File: config.mk
export PLATFORM = sky130hd
export DESIGN_NAME = fetch_buffer
export DESIGN_NICKNAME = d
export VERILOG_FILES = /design/src/rtl/fetch_buffer.sv
export SDC_FILE = /design/constraint.sdc
export NUM_CORES = 1
export LEC_CHECK = 0
export CORE_MARGIN = 2
export CORE_UTILIZATION = 35
export CTS_CLUSTER_DIAMETER = 150
export CTS_CLUSTER_SIZE = 25
export DETAILED_ROUTE_END_ITERATION = 16
export MAX_ROUTING_LAYER = met4
export PLACE_DENSITY = 0.64
export SYNTH_ARGS = -nofsm -noshare
export SYNTH_HDL_FRONTEND = slang
export SYNTH_SLANG_ARGS = --single-unit
export TNS_END_PERCENT = 1
File: constraint.sdc
create_clock -name i_clk -period 16.6 [get_ports i_clk]
set_input_delay 4.15 -clock i_clk [delete_from_list [all_inputs] [get_ports i_clk]]
set_output_delay 4.15 -clock i_clk [all_outputs]
set_load 0.02 [all_outputs]
File: src/rtl/fetch_buffer.sv
// fetch_buffer: instruction-fetch stage between the PC block and decode.
// Issues one instruction-memory request at a time and queues each response
// with its PC, PC+4 and a misalignment flag in a small FIFO for decode. The PC
// only advances when a request is accepted. A flush drops everything.
//
// Ports:
//   i_clk, i_rst_n      clock (rising edge), synchronous active-low reset
//   pc_i, pc_en_o       current PC in; PC advance enable out
//   flush_i             redirect: discard queued and in-flight fetches
//   imem_*              req/gnt/rvalid instruction-memory interface
//   id_*                FIFO head presented to decode (valid/ready handshake)
module fetch_buffer #(
  parameter int unsigned DEPTH = 2,
  parameter int unsigned XLEN  = 32
) (
  input  logic            i_clk,
  input  logic            i_rst_n,
  input  logic [XLEN-1:0] pc_i,
  output logic            pc_en_o,
  input  logic            flush_i,
  output logic            imem_req_o,
  output logic [XLEN-1:0] imem_addr_o,
  input  logic            imem_gnt_i,
  input  logic            imem_rvalid_i,
  input  logic [XLEN-1:0] imem_rdata_i,
  output logic            id_valid_o,
  input  logic            id_ready_i,
  output logic [XLEN-1:0] id_instr_o,
  output logic [XLEN-1:0] id_pc_o,
  output logic [XLEN-1:0] id_pc4_o,
  output logic            id_misalign_o
);

  localparam int unsigned PtrW = (DEPTH > 1) ? $clog2(DEPTH) : 1;
  localparam int unsigned CntW = PtrW + 1;

  typedef enum logic [1:0] {StIdle, StWaitRsp, StDrain} state_e;

  state_e          state_q, state_d;
  logic [PtrW-1:0] rd_ptr_q, wr_ptr_q;
  logic [CntW-1:0] count_q;
  logic [XLEN-1:0] req_pc_q;
  logic            misalign_q;

  logic [XLEN-1:0] instr_mem [DEPTH];
  logic [XLEN-1:0] pc_mem    [DEPTH];
  logic [XLEN-1:0] pc4_mem   [DEPTH];
  logic            mis_mem   [DEPTH];

  logic issue_ok, fire, push, pop;

  // Only one request is ever outstanding, so a free slot at issue time is
  // guaranteed to still be free when the response returns.
  assign issue_ok    = (state_q == StIdle) && (count_q < CntW'(DEPTH)) && !flush_i && i_rst_n;
  assign imem_req_o  = issue_ok;
  assign imem_addr_o = {pc_i[XLEN-1:2], 2'b00};
  assign fire        = issue_ok && imem_gnt_i;
  assign pc_en_o     = fire;

  assign push       = (state_q == StWaitRsp) && imem_rvalid_i && !flush_i;
  assign id_valid_o = i_rst_n && (count_q != '0);
  assign pop        = id_valid_o && id_ready_i && !flush_i;

  assign id_instr_o    = instr_mem[rd_ptr_q];
  assign id_pc_o       = pc_mem[rd_ptr_q];
  assign id_pc4_o      = pc4_mem[rd_ptr_q];
  assign id_misalign_o = mis_mem[rd_ptr_q];

  always_comb begin
    state_d = state_q;
    unique case (state_q)
      StIdle: begin
        if (fire) state_d = StWaitRsp;
      end
      StWaitRsp: begin
        if (imem_rvalid_i)  state_d = StIdle;
        else if (flush_i)   state_d = StDrain;
      end
      StDrain: begin
        // The outstanding response ends the drain even if another flush
        // arrives with it; nothing else is in flight to wait for.
        if (imem_rvalid_i) state_d = StIdle;
      end
      default: state_d = StIdle;
    endcase
  end

  always_ff @(posedge i_clk) begin
    if (!i_rst_n) begin
      state_q    <= StIdle;
      rd_ptr_q   <= '0;
      wr_ptr_q   <= '0;
      count_q    <= '0;
      req_pc_q   <= '0;
      misalign_q <= 1'b0;
      for (int i = 0; i < int'(DEPTH); i++) begin
        instr_mem[i] <= '0;
        pc_mem[i]    <= '0;
        pc4_mem[i]   <= '0;
        mis_mem[i]   <= 1'b0;
      end
    end else begin
      state_q <= state_d;
      if (fire) begin
        req_pc_q   <= pc_i;
        misalign_q <= |pc_i[1:0];
      end
      if (flush_i) begin
        rd_ptr_q <= '0;
        wr_ptr_q <= '0;
        count_q  <= '0;
      end else begin
        if (push) begin
          instr_mem[wr_ptr_q] <= imem_rdata_i;
          pc_mem[wr_ptr_q]    <= req_pc_q;
          pc4_mem[wr_ptr_q]   <= req_pc_q + XLEN'(4);
          mis_mem[wr_ptr_q]   <= misalign_q;
          wr_ptr_q            <= wr_ptr_q + PtrW'(1);
        end
        if (pop) rd_ptr_q <= rd_ptr_q + PtrW'(1);
        if (push && !pop)      count_q <= count_q + CntW'(1);
        else if (pop && !push) count_q <= count_q - CntW'(1);
      end
    end
  end

endmodule

==> results.json <==
{
  "outcome": "finished clean",
  "ir_drop_uv": 47.4,
  "antenna_cells": 0,
  "cp-end-kind": "primary output",
  "grt_pass1_vias": 6573,
  "synth_edf_count": 188,
  "maxCapViolCount": 0,
  "clock-skew-final_ns": 0.0239,
  "critPathTopFamily": "buffers and inverters",
  "clk_latency_ns": 0.48,
  "fin_crit_sh_pct": 65.6,
  "fin_setup_tns_ns": 0,
  "setup_viol_count_final": 0,
  "syn_inst": 838,
  "antenna_found_initial": 0,
  "cpMaxStageDelayCell": "clkdlybuf4s50_1",
  "hold_violations": 0,
  "tightest_slew_ns": 1.04,
  "clkTransAtPathRegs_ns": 0.10,
  "synth_seq_cells": 230,
  "grt_pass1_wl_um": 37100,
  "viasPerCell": 4.81,
  "ys_seq_area_share_pct": 61.2,
  "fill_cells": 2721,
  "gp_congestion": 0.768,
  "ys_types": 45,
  "dr_total_vias": 6612,
  "dp.cells": 1353,
  "rsz0062_at_grt": "no",
  "async_reset_ff_share_pct": 0,
  "ctsLongestPathBuffers": 3,
  "ys.flop_type": "edfxtp_1",
  "dpl.hpwl_um": 15200,
  "grt_max_degree": 73,
  "initial_utilization_pct": 35.7,
  "dieArea_sq_mm": 0.0317,
  "p_leak_nw": 4.60,
  "drv_slew": 0,
  "worst_setup_path_start_kind": "primary input",
  "maxSlewHeadroom_pct": 30.6,
  "die_h_um": 178,
  "cts_root_buffer": "clkbuf_16",
  "htree_num_levels": 1,
  "p_per_area_mw_per_mm2": 82.9,
  "cp.arrival_ns": 6.75,
  "synth.avg_cell_area_sq_um": 12.7,
  "fin_crit_ns": 10.90,
  "cts_buffers": 13,
  "clock.fmax_ghz": 0.0918,
  "clock-sinks": 230,
  "rows": 63,
  "critical_path.n_buffers_inverters": 5,
  "worstSetupPathType": "primary input to primary output",
  "io_buffers": 199,
  "hp-class": "flip-flop to flip-flop",
  "areaGrowthSynthToFinish_pct": 23.4,
  "wl_per_cell_um": 17.7,
  "io_pins": 202,
  "drive_above_1_share_pct": 15.1,
  "yosysMostFrequentCell": "edfxtp_1",
  "post_cts_resized": 0,
  "worst_ep_required_time_ns": 12.45,
  "drtAntennaViolNets": 0,
  "final_cells": 1374,
  "path_max_fanout": 42,
  "drtIter0Drc": 368,
  "drtPass1Iterations": 5,
  "post_cts_buffers": 0,
  "slowest_delay_ns": 0.72,
  "die_x_um": 178,
  "core-area_sq_mm": 0.0297,
  "cts_hold_buf": 0,
  "synth_area_leaders": "edfxtp_1, mux2_2, dfxtp_1",
  "syn_area_sq_mm": 0.0106,
  "nets": 1050,
  "crit_chain": "clkdlybuf4s50_1, buf_4, nor2b_1, nand3_1, buf_4, inv_2, clkdlybuf4s50_1",
  "synth_top_area_share_pct": 53.3,
  "drc": 0,
  "netlist_top_cells_count": "edfxtp_1, and2_1, mux2_2",
  "overflow": 0,
  "yosys_warnings": 0,
  "totalWireLength_um": 24300,
  "synth_top_area_cell": "edfxtp_1",
  "cts_tree": "built",
  "grt_usage_pct": 15.6
}
tightest hold or removal path: stages, from the launching register on:
cell     delay (ns)
dfxtp_1        0.33
nand2_1        0.06
nand2_1        0.04
cells in the final DEF, fill, tap and decap left out, drive strengths merged, types with 2 or more instances in the layout:
cell type and n:
clkdlybuf4s50 199, edfxtp 188, and2 126, mux2 113, nand2 81, nor2 59
dfxtp 42, a21boi 32, clkbuf 20, a21oi 15, xor2 11, nor3 11
buf 10, nand3 9, o21ai 9, nand4 7, or3 6, inv 6
xnor2 5, and3 5, nor4 5, and4 4, nor2b 3, nand2b 3
mux2i 2, nand4b 2, nor3b 2, ha 2, conb 2
report_power, final:
| group | internal [mW] | switching, mW |
|---|---|---|
| Combinational | 0.0476 | 0.0504 |
| Clock | 0.151 | 0.186 |
| Sequential | 0.640 | 0.00855 |
path summary, 6_finish.rpt:
kind,start,endpoint,slack [ns],cells after the start
worst min-delay path,misalign_q$_SDFFE_PN0P_,mis_mem[1]$_DFF_P_,0.44,2
worst max register to register,state_q[1]$_SDFFE_PN0P_,pc4_mem[1][0]$_SDFFCE_PN0P_,13.77,4
worst max-delay path,i_rst_n,pc_en_o,5.70,7
worst min register to register,misalign_q$_SDFFE_PN0P_,mis_mem[1]$_DFF_P_,0.44,2
kinds of logic after synthesis:
logic type	count (synthesis)	share of synthesized area, %
AND/OR/NAND/NOR	327	16.8
flip-flops	230	61.2
multiplexers	115	12.2
buffers and inverters	90	4.79
AO/OA/AOI/OAI	57	3.47
XOR/XNOR	16	1.32
adder cells (fa/ha/maj)	2	0.236
other	1	0.0354
layer usage:
layer	global-route usage, %	share of wire, %	up-vias
met1	21.1	46	3236
li1	-	-	3172
met2	25.5	48	184
met5	-	0	-
met4	2.77	1.4	0
met3	2.28	5.1	20
area by class of cell:
class | instances | area, sq um | area share (%)
Sequential cell | 230 | 6490 | 49.6
Timing Repair Buffer | 209 | 2070 | 15.8
Clock buffer | 20 | 352 | 2.69
Multi-Input combinational cell | 519 | 3640 | 27.9
Inverter | 5 | 18.8 | 0.144
Tap cell | 390 | 488 | 3.73
Clock inverter | 1 | 20.0 | 0.153
sequential cells by signal (all words and copies together) (netlist names), named ones only:
name,cells
instr_mem,64
pc4_mem,62
pc_mem,62
req_pc_q,32
count_q,2
mis_mem,2
state_q,2
misalign_q,1
rd_ptr_q,1
wr_ptr_q,1
through the flow:
step / utilization, % / total power, mW / worst slack (ns) / hold WS, ns / cell area, sq um
floorplan: - / 0.713 / 4.79 / 0.431 / 10600
global route: 44.0 / 1.12 / 5.50 / 0.465 / 13100
detailed placement: 42.8 / 0.762 / 5.64 / 0.460 / 12700
CTS: 44.0 / 1.10 / 5.64 / 0.434 / 13100
finish: 44.0 / 1.08 / 5.70 / 0.437 / 13100
global placement: 42.8 / 0.760 / 5.68 / 0.451 / 12700
Note: power is estimated with default switching activity, not from simulation.
